`config.mk`:
```
export PLATFORM = sky130hd
export DESIGN_NAME = fetch_sequencer_flat
export DESIGN_NICKNAME = d
export VERILOG_FILES = /design/src/rtl/fetch_sequencer_if.sv /design/src/rtl/fetch_sequencer.sv /design/src/flat_wrapper.sv
export SDC_FILE = /design/constraint.sdc
export NUM_CORES = 1
export LEC_CHECK = 0
export CORE_MARGIN = 1.5
export CORE_UTILIZATION = 49
export CTS_CLUSTER_SIZE = 30
export DETAILED_ROUTE_END_ITERATION = 10
export GPL_ROUTABILITY_DRIVEN = 0
export GPL_TIMING_DRIVEN = 1
export PLACE_DENSITY = 0.87
export SLEW_MARGIN = 20
export SYNTH_ARGS = -nofsm -noshare
export SYNTH_HDL_FRONTEND = slang
export SYNTH_SLANG_ARGS = --single-unit
```
`constraint.sdc`:
```
create_clock -name clk -period 2.05 [get_ports clk]
set_input_delay 0.5125 -clock clk [delete_from_list [all_inputs] [get_ports clk]]
set_output_delay 0.5125 -clock clk [all_outputs]
set_load 0.05 [all_outputs]
```
`src/rtl/fetch_sequencer_if.sv`:
```
// -----------------------------------------------------------------------------
// fetch_sequencer_if
// Bundles the fetch sequencer's execute, instruction-memory and decode
// signals into one interface.
//
// Handshake semantics:
//   - Request and decode channels are valid/ready. A transfer happens on a
//     rising clock edge where valid && ready.
//   - Once the sequencer raises dec_valid, it holds dec_valid, dec_instr and
//     dec_pc stable until the transfer completes. A redirect may still
//     withdraw them.
//   - The response channel is valid-only. Exactly one response word arrives
//     for each accepted request.
//
// Modports:
//   master - the fetch sequencer.
//   slave  - its environment: execute, instruction memory and decode.
// -----------------------------------------------------------------------------
interface fetch_sequencer_if #(
    parameter int unsigned ADDR_WIDTH  = 32,
    parameter int unsigned INSTR_WIDTH = 32
) ();
    logic                   redirect_valid;
    logic [ADDR_WIDTH-1:0]  redirect_target;
    logic                   imem_req_valid;
    logic                   imem_req_ready;
    logic [ADDR_WIDTH-1:0]  imem_req_addr;
    logic                   imem_rsp_valid;
    logic [INSTR_WIDTH-1:0] imem_rsp_data;
    logic                   dec_valid;
    logic                   dec_ready;
    logic [INSTR_WIDTH-1:0] dec_instr;
    logic [ADDR_WIDTH-1:0]  dec_pc;

    modport master (
        input  redirect_valid, redirect_target,
        output imem_req_valid, imem_req_addr,
        input  imem_req_ready,
        input  imem_rsp_valid, imem_rsp_data,
        output dec_valid, dec_instr, dec_pc,
        input  dec_ready
    );

    modport slave (
        output redirect_valid, redirect_target,
        input  imem_req_valid, imem_req_addr,
        output imem_req_ready,
        output imem_rsp_valid, imem_rsp_data,
        input  dec_valid, dec_instr, dec_pc,
        output dec_ready
    );
endinterface

```
`src/rtl/fetch_sequencer.sv`:
```
// -----------------------------------------------------------------------------
// fetch_sequencer
// Owns the RV32I fetch PC. It keeps at most one request outstanding to
// instruction memory. Returned words are buffered in an output register plus
// a skid entry on their way to decode. Redirects from execute discard every
// buffered word and any fetch still in flight.
//
// Ports:
//   clk        rising-edge clock
//   rst        synchronous reset, active-low (0 = reset)
//   bus        fetch_sequencer_if.master, which carries:
//                - redirect_valid / redirect_target
//                - imem_req_*  (valid/ready)
//                - imem_rsp_*  (valid-only)
//                - dec_*       (valid/ready)
//   dbg_state  current FSM state (0 IDLE, 1 REQ, 2 WAIT, 3 DROP)
// -----------------------------------------------------------------------------
module fetch_sequencer #(
    parameter int unsigned           ADDR_WIDTH   = 32,
    parameter int unsigned           INSTR_WIDTH  = 32,
    parameter logic [ADDR_WIDTH-1:0] RESET_VECTOR = '0
) (
    input  logic              clk,
    input  logic              rst,
    fetch_sequencer_if.master bus,
    output logic [1:0]        dbg_state
);
    typedef enum logic [1:0] {
        S_IDLE = 2'd0,
        S_REQ  = 2'd1,
        S_WAIT = 2'd2,
        S_DROP = 2'd3
    } state_t;

    state_t                 state_q, state_d;
    logic [ADDR_WIDTH-1:0]  pc_q, pc_d;
    logic [ADDR_WIDTH-1:0]  req_pc_q, req_pc_d;
    logic                   out_valid_q, out_valid_d;
    logic [INSTR_WIDTH-1:0] out_instr_q, out_instr_d;
    logic [ADDR_WIDTH-1:0]  out_pc_q, out_pc_d;
    logic                   skid_valid_q, skid_valid_d;
    logic [INSTR_WIDTH-1:0] skid_instr_q, skid_instr_d;
    logic [ADDR_WIDTH-1:0]  skid_pc_q, skid_pc_d;

    logic                   redirect_act;
    logic                   req_valid;
    logic                   req_fire;
    logic                   dec_fire;
    logic                   rsp_accept;
    logic [ADDR_WIDTH-1:0]  target_aligned;

    // The low two bits of the target are dropped: fetch is word-aligned.
    assign target_aligned = bus.redirect_target & ~ADDR_WIDTH'(3);

    // Redirects are only meaningful once the sequencer has left IDLE.
    assign redirect_act = bus.redirect_valid && (state_q != S_IDLE);

    // A new fetch only needs a guaranteed landing slot for its word. While
    // the skid is empty one always exists: the word goes into either the
    // output register or the skid. So the skid can never be overwritten.
    assign req_valid  = (state_q == S_REQ) && !bus.redirect_valid && !skid_valid_q;
    assign req_fire   = req_valid && bus.imem_req_ready;
    assign dec_fire   = out_valid_q && bus.dec_ready;
    assign rsp_accept = (state_q == S_WAIT) && bus.imem_rsp_valid && !bus.redirect_valid;

    assign bus.imem_req_valid = req_valid;
    assign bus.imem_req_addr  = pc_q;
    assign bus.dec_valid      = out_valid_q;
    assign bus.dec_instr      = out_instr_q;
    assign bus.dec_pc         = out_pc_q;
    assign dbg_state          = state_q;

    always_comb begin
        state_d      = state_q;
        pc_d         = pc_q;
        req_pc_d     = req_pc_q;
        out_valid_d  = out_valid_q;
        out_instr_d  = out_instr_q;
        out_pc_d     = out_pc_q;
        skid_valid_d = skid_valid_q;
        skid_instr_d = skid_instr_q;
        skid_pc_d    = skid_pc_q;

        // Decode side: a consumed head is replaced by the skid word, if any.
        if (dec_fire) begin
            if (skid_valid_q) begin
                out_valid_d  = 1'b1;
                out_instr_d  = skid_instr_q;
                out_pc_d     = skid_pc_q;
                skid_valid_d = 1'b0;
            end else begin
                out_valid_d = 1'b0;
            end
        end

        // Memory side: the word lands in the output register if that is free
        // after this cycle's drain. Otherwise it waits in the skid.
        if (rsp_accept) begin
            if (!out_valid_d) begin
                out_valid_d = 1'b1;
                out_instr_d = bus.imem_rsp_data;
                out_pc_d    = req_pc_q;
            end else begin
                skid_valid_d = 1'b1;
                skid_instr_d = bus.imem_rsp_data;
                skid_pc_d    = req_pc_q;
            end
        end

        case (state_q)
            S_IDLE: state_d = S_REQ;
            S_REQ: begin
                if (req_fire) begin
                    req_pc_d = pc_q;
                    pc_d     = pc_q + ADDR_WIDTH'(4);
                    state_d  = S_WAIT;
                end
            end
            S_WAIT: begin
                // If a redirect arrives together with the response, the word
                // is discarded but nothing remains outstanding.
                if (bus.imem_rsp_valid) begin
                    state_d = S_REQ;
                end else if (bus.redirect_valid) begin
                    state_d = S_DROP;
                end
            end
            S_DROP: begin
                // The response being dropped retires the outstanding fetch,
                // even if a further redirect arrives in the same cycle.
                if (bus.imem_rsp_valid) begin
                    state_d = S_REQ;
                end
            end
            default: state_d = S_IDLE;
        endcase

        // A redirect overrides everything else. It reloads the PC and empties
        // the buffer. A decode transfer in the same cycle has already
        // completed.
        if (redirect_act) begin
            pc_d         = target_aligned;
            out_valid_d  = 1'b0;
            skid_valid_d = 1'b0;
        end
    end

    always_ff @(posedge clk) begin
        if (!rst) begin
            state_q      <= S_IDLE;
            pc_q         <= RESET_VECTOR;
            req_pc_q     <= '0;
            out_valid_q  <= 1'b0;
            out_instr_q  <= '0;
            out_pc_q     <= '0;
            skid_valid_q <= 1'b0;
            skid_instr_q <= '0;
            skid_pc_q    <= '0;
        end else begin
            state_q      <= state_d;
            pc_q         <= pc_d;
            req_pc_q     <= req_pc_d;
            out_valid_q  <= out_valid_d;
            out_instr_q  <= out_instr_d;
            out_pc_q     <= out_pc_d;
            skid_valid_q <= skid_valid_d;
            skid_instr_q <= skid_instr_d;
            skid_pc_q    <= skid_pc_d;
        end
    end
endmodule

```
`src/flat_wrapper.sv`:
```
// flat-port wrapper written by rule: the top's interface ports become plain ports
module fetch_sequencer_flat 
#(
    parameter int unsigned           ADDR_WIDTH   = 32,
    parameter int unsigned           INSTR_WIDTH  = 32,
    parameter logic [ADDR_WIDTH-1:0] RESET_VECTOR = '0
)
  (clk, rst, dbg_state, bus_redirect_valid, bus_redirect_target, bus_imem_req_valid, bus_imem_req_addr, bus_imem_req_ready, bus_imem_rsp_valid, bus_imem_rsp_data, bus_dec_valid, bus_dec_instr, bus_dec_pc, bus_dec_ready);
  fetch_sequencer_if #(.ADDR_WIDTH(ADDR_WIDTH), .INSTR_WIDTH(INSTR_WIDTH)) bus_i ();
  input  logic clk;
  input  logic rst;
  output logic [1:0] dbg_state;
  input wire logic [$bits(bus_i.redirect_valid)-1:0] bus_redirect_valid;
  input wire logic [$bits(bus_i.redirect_target)-1:0] bus_redirect_target;
  output wire logic [$bits(bus_i.imem_req_valid)-1:0] bus_imem_req_valid;
  output wire logic [$bits(bus_i.imem_req_addr)-1:0] bus_imem_req_addr;
  input wire logic [$bits(bus_i.imem_req_ready)-1:0] bus_imem_req_ready;
  input wire logic [$bits(bus_i.imem_rsp_valid)-1:0] bus_imem_rsp_valid;
  input wire logic [$bits(bus_i.imem_rsp_data)-1:0] bus_imem_rsp_data;
  output wire logic [$bits(bus_i.dec_valid)-1:0] bus_dec_valid;
  output wire logic [$bits(bus_i.dec_instr)-1:0] bus_dec_instr;
  output wire logic [$bits(bus_i.dec_pc)-1:0] bus_dec_pc;
  input wire logic [$bits(bus_i.dec_ready)-1:0] bus_dec_ready;
  assign bus_i.redirect_valid = bus_redirect_valid;
  assign bus_i.redirect_target = bus_redirect_target;
  assign bus_imem_req_valid = bus_i.imem_req_valid;
  assign bus_imem_req_addr = bus_i.imem_req_addr;
  assign bus_i.imem_req_ready = bus_imem_req_ready;
  assign bus_i.imem_rsp_valid = bus_imem_rsp_valid;
  assign bus_i.imem_rsp_data = bus_imem_rsp_data;
  assign bus_dec_valid = bus_i.dec_valid;
  assign bus_dec_instr = bus_i.dec_instr;
  assign bus_dec_pc = bus_i.dec_pc;
  assign bus_i.dec_ready = bus_dec_ready;
  fetch_sequencer #(.ADDR_WIDTH(ADDR_WIDTH), .INSTR_WIDTH(INSTR_WIDTH), .RESET_VECTOR(RESET_VECTOR)) u_core (.clk(clk), .rst(rst), .bus(bus_i), .dbg_state(dbg_state));
endmodule
```
==> results of run 1 <==
routing by layer:
| metal | track usage | vias to the layer above |
|---|---|---|
| met5 | 0 | - |
| met4 | 0.107 | 0 |
| met3 | 0.0426 | 50 |
| met2 | 0.401 | 300 |
| met1 | 0.342 | 3514 |
| li1 | - | 3627 |
state kept, by name (all words and copies together) (netlist names):
register	cells
u_core.bus.imem_req_addr	30
u_core.skid_valid_q	1
u_core.req_pc_q	30
u_core.bus.dec_valid	1
u_core.skid_instr_q	32
u_core.bus.dec_instr	32
u_core.dbg_state	2
u_core.bus.dec_pc	32
u_core.skid_pc_q	30
layout by cell type (no fill, tap or decap), drive strengths merged, types with 20 or more instances in the layout:
cell,netlist,final
nand3,20,20
dlygate4sd2,0,37
buf,15,131
mux2i,62,62
clkdlybuf4s50,0,66
dfxtp,190,190
nor2,80,80
a211oi,70,70
a21oi,109,109
nand2,213,213
final cells by class:
class | instances | area (um^2) | area share
clock buffer | 18 | 439 | 0.0414
clock inverter | 14 | 106 | 0.0100
inverter | 7 | 31.3 | 0.00295
multi-input combinational | 668 | 3820 | 0.360
sequential | 190 | 3830 | 0.361
tap | 216 | 270 | 0.0255
timing repair buffer | 234 | 2110 | 0.199
timing repair:
item | in CTS | in global routing
resized for setup | 43 | 4
buffers inserted | 1 | 5
setup endpoints to repair | 37 | 8
endpoints found under the hold margin | 0 | 0
pin swaps | 1 | 2
metrics by stage:
stage	TNS, ns	util	setup WS (ns)
floorplan	0	-	0.0231
global placement	-20.19	0.636	-0.328
detailed placement	-28.25	0.636	-0.412
CTS	0	0.670	0.0217
global route	-0.0289	0.673	-0.0216
finish	0	0.673	0.0263
power groups by stage:
stage / logic (mW) / registers [mW] / clock network (mW)
final: 1.02 / 3.85 / 3.06
after floorplan: 0.289 / 4.17 / 0
after global placement: 0.978 / 3.93 / 0
after detailed placement: 0.991 / 3.93 / 0
after CTS: 0.994 / 3.85 / 3.10
after global routing: 1.08 / 3.86 / 3.25
worst register-to-register path: cells and delay by family (launching register included):
family / cells / cell delay, ns
XOR/XNOR: 1 / 0.17
AND/OR/NAND/NOR: 3 / 1.00
flip-flops: 1 / 0.38
buffers and inverters: 1 / 0.22
AO/OA/AOI/OAI: 1 / 0.08
cell families after synthesis:
kind of cell,Yosys count,synth area share
buffers and inverters,82,0.0420
DFF,190,0.483
xor gates and xnor gates,13,0.0145
AOI/OAI and AO/OA,225,0.175
muxes,62,0.0788
other,1,0.000476
adders and majority gates,5,0.00795
and+or+nand+nor,361,0.198
final timing paths:
kind | from | end | depth (start not counted)
setup reg to reg | u_core.bus.imem_req_addr[15] | u_core.bus.imem_req_addr[30] | 6
setup / recovery | u_core.dbg_state[1] | bus_imem_req_valid | 6
hold / removal | u_core.skid_pc_q[25] | u_core.skid_pc_q[25] | 2
hold reg to reg | u_core.skid_pc_q[25] | u_core.skid_pc_q[25] | 2
==> flow_summary.ini, run 1 <==
[worst_hold_path]
hp-class = reg -> reg

[clocking]
clkLatencyLatePin_ns = 0.43
cts_tree = done
numCtsBuffers = 17
htree_levels = 4
clk_pin_slew_worst_paths_ns = 0.07
clock-root-buffer = clkbuf_16
cts_num_sinks = 190
cts_buffer_depth = 2
cts_hold_buf = 0

[final_layout]
nFillCells = 1233
syn2layout_area_growth_pct = 34.8
antenna_cells = 0
final_cells = 1347
drive_gt1_frac = 0.177
finalInstanceArea_um2 = 10600
fin_nets = 1193

[die]
fp.dieH_um = 130
num_io_pins = 170
core-area_um2 = 15800
fp-row-count = 46
initial_utilization = 0.499
dieArea_um2 = 16800
die_x_um = 130

[place]
hpwl_mm = 14.4
dp_cells = 1309
place_area_um2 = 10000
numPortBuffers = 165

[global_routing]
first_global_vias = 6781
grt_overflow = 0
antenna_found_initial = 0
grtUsageTotal = 0.253
grt_max_degree = 71
grt_pass1_wl_mm = 33.8

[yosys]
async_reset_ff_frac = 0
syn-instance-count = 939
syn_avg_cell_area_um2 = 8.38
ys_ff_latch = 190
yosysTopAreaCell = dfxtp_1
synth_edf_count = 0
yosysWarnings = 0
synth_ff_type = dfxtp_1
netlist.area_leader.share = 0.483
synth_commonest_cells = nand2_1, dfxtp_1, a21oi_1
synth_cell_types = 48
yosysMostFrequentCell = nand2_1
synth_area_leaders = dfxtp_1, nand2_1, mux2i_1
yosysSeqAreaShare = 0.483
synth_area_um2 = 7870

[setup_path]
critical_path_buf_inv_count = 4
worstPathCellList = inv_4 > ha_4 > buf_6 > inv_2 > nor3_4 > buf_12
criticalPathCategory = reg -> out
worst_path_max_delay_cell = dfxtp_4
crit_family = flip-flops
startpoint_type = flip-flop
cp.required_ns = 1.54
cp.arrival_ns = 1.51
max_stage_delay_ns = 0.37
crit_path_end_kind = output port
cp_max_fo = 4
r2r_slack_ns = 0.09

[routing]
drtPass1Iterations = 5
ant_nets = 0
vias = 7491
drt_wl_total_mm = 21.5
top_layer = met4
drt_iter0_markers = 571
wire_per_inst_um = 16.0
viasPerCell = 5.56
drc = 0
wl_met1_mm = 9.42
wl_met2_mm = 10.2
dr_wl_met3_mm = 1.32

[pwr]
power_frac_clock = 0.386
leakagePower_nw = 4.45
power_mw = 7.93
power_density_nw_per_um2 = 748
combPwrFrac = 0.128
intPower_mw = 5.78
p_sw_mw = 2.15
p_sw_frac = 0.271
peakVddDrop_v = 0.000606
seq_power_share = 0.485

[timing]
slew_viol_final = 0
setup_violations = 0
hold_viol = 0
fin_skew_ns = 0.0123
tightestPinTransition_ns = 0.509
period_share = 0.987
relSlewSlack = 0.662
layout_min_cycle_time_ns = 2.02
max_clock_freq_ghz = 0.494
fin_hold_ws_ns = 0.452

[status]
status = finished clean

[job]
max-cap-violations = 0
Note: power is estimated with default switching activity, not from simulation.
==> inputs of run 2 (changes only) <==
- CORE_UTILIZATION: 49 -> 50
- PLACE_DENSITY: 0.87 -> 0.88
==> flow_summary.ini, run 2 (synthesis gave the netlist of run 1 again) <==
[place]
hpwl_mm = 14.4
numPortBuffers = 165

[clocking]
cts_tree = done
clkLatencyLatePin_ns = 0.44
clock-root-buffer = clkbuf_16
clk_pin_slew_worst_paths_ns = 0.07
htree_levels = 4
cts_buffer_depth = 2
cts_num_sinks = 190
numCtsBuffers = 17
cts_hold_buf = 0

[pwr]
leakagePower_nw = 4.43
seq_power_share = 0.476
power_density_nw_per_um2 = 762
combPwrFrac = 0.122
peakVddDrop_v = 0.000657
p_sw_mw = 2.13
p_sw_frac = 0.263
intPower_mw = 5.97
power_frac_clock = 0.401

[global_routing]
antenna_found_initial = 0
grt_pass1_wl_mm = 35.3
grt_overflow = 0
grtUsageTotal = 0.268
grt_max_degree = 68
first_global_vias = 6930

[timing]
tightestPinTransition_ns = 0.507
period_share = 0.969
relSlewSlack = 0.663
max_clock_freq_ghz = 0.503
rsz0062_at_grt = no
fin_hold_ws_ns = 0.451
slew_viol_final = 0
fin_skew_ns = 0.00747
setup_violations = 0
hold_viol = 0
layout_min_cycle_time_ns = 1.99

[routing]
ant_nets = 0
drc = 0
drt_wl_total_mm = 21.5
viasPerCell = 5.68
drt_iter0_markers = 648
top_layer = met4
drtPass1Iterations = 5
vias = 7577
wl_met2_mm = 10.0
wire_per_inst_um = 16.1
dr_wl_met3_mm = 1.46
wl_met1_mm = 9.31

[setup_path]
startpoint_type = flip-flop
cp_max_fo = 16
r2r_cells = 6
startpoint = u_core.bus.imem_req_addr[15]
criticalPathCategory = reg -> reg
cp.required_ns = 2.37
critical_path_buf_inv_count = 1
timing.rr.end = u_core.bus.imem_req_addr[31]
crit_family = simple AND/OR/NAND/NOR gates
worstPathCellList = nand4_1 > or4_1 > buf_4 > o31a_1 > o21ai_2 > a31oi_1
crit_path_end_kind = flip-flop
r2r_slack_ns = 0.06
max_stage_delay_ns = 0.53
cp.arrival_ns = 2.30
worst_path_max_delay_cell = or4_1
timing.rr.start = u_core.bus.imem_req_addr[15]

[worst_hold_path]
worstHoldStart = u_core.skid_pc_q[20]
min_delay_path_depth = 2
whs_endpoint = u_core.skid_pc_q[20]
hp-class = reg -> reg

[status]
status = finished clean

[final_layout]
layout_commonest_cell = nand2_1
nFillCells = 1169
syn2layout_area_growth_pct = 35.0
final_cell_mix = nand2_1, dfxtp_1, buf_4, a21oi_1, nor2_1
fin_nets = 1186
drive_gt1_frac = 0.172
antenna_cells = 0
utilization = 0.694

[die]
fp-row-count = 45
dieArea_um2 = 16500
initial_utilization = 0.514
die_x_um = 128
fp.dieH_um = 128
core-area_um2 = 15300
num_io_pins = 170

[job]
max-cap-violations = 0
==> run 2: cell count changes in the layout (fill, tap and decap cells not counted), moves of 2 or more <==
cell	change
bufinv_16	+2
buf_12	+4
buf_6	-2
inv_6	-2
clkbuf_1	+3
buf_4	-8
inv_4	-2
==> run 2: per-stage QoR <==
step / area [um^2] / setup TNS, ns / cells / setup WS [ns] / power, mW
finish: 10600 / 0 / 1335 / 0.0636 / 8.10
global placement: 10100 / -26.33 / 1302 / -0.299 / 4.90
detailed placement: 10100 / -34.97 / 1302 / -0.368 / 4.92
floorplan: 7910 / 0 / 940 / 0.0231 / 4.46
CTS: 10600 / 0 / 1334 / 0.0228 / 8.11
global route: 10600 / 0 / 1335 / 0.00863 / 8.37
==> run 2: worst max path at each step <==
stage / slack, ns / endpoint / cells after the start
final: 0.06 / u_core.bus.imem_req_addr[31] / 6
after detailed placement: -0.37 / u_core.bus.imem_req_addr[8] / 7
after global placement: -0.30 / u_core.bus.imem_req_addr[8] / 7
after floorplan: 0.02 / u_core.bus.imem_req_addr[27] / 7
after CTS: 0.02 / bus_imem_req_valid / 5
after global routing: 0.009 / u_core.bus.imem_req_addr[31] / 6
==> run 2: what timing repair did <==
item	in CTS	in global routing
gates cloned	0	0
pin swaps	1	2
resized for setup	38	7
endpoints found under the setup margin	36	12
buffers inserted	0	1
==> run 2: area by class of cell <==
type                            instances  area (um^2)  share of cell area
Inverter                                7         28.8             0.00271
Clock inverter                         12          136              0.0128
Tap cell                              211          264              0.0248
Timing Repair Buffer                  227         2100               0.198
Sequential cell                       190         3830               0.360
Clock buffer                           20          437              0.0411
Multi-Input combinational cell        668         3830               0.360
==> run 2: metal layers <==
metal,vias up,global-route usage
li1,3628,-
met1,3541,0.365
met2,340,0.415
met3,68,0.0516
met4,0,0.122
met5,-,0
==> run 2: power groups by stage <==
stage | Sequential [mW] | Clock, mW | Combinational, mW
floorplan | 4.17 | 0 | 0.289
global placement | 3.94 | 0 | 0.963
detailed placement | 3.94 | 0 | 0.978
CTS | 3.86 | 3.27 | 0.979
global route | 3.87 | 3.46 | 1.04
finish | 3.86 | 3.25 | 0.990
==> run 2: worst min-delay path, cell delays in order (launching register included) <==
cell and delay, ns:
dfxtp_1 0.31, nand2_1 0.05, a21oi_1 0.05
==> inputs of run 3 (changes only) <==
- CTS_CLUSTER_DIAMETER: unset -> 40
- GPL_TIMING_DRIVEN: 1 -> unset
- SLEW_MARGIN: 20 -> 10
==> results of run 3 <==
Final layout, timing and power as in run 2 (identical DEF).
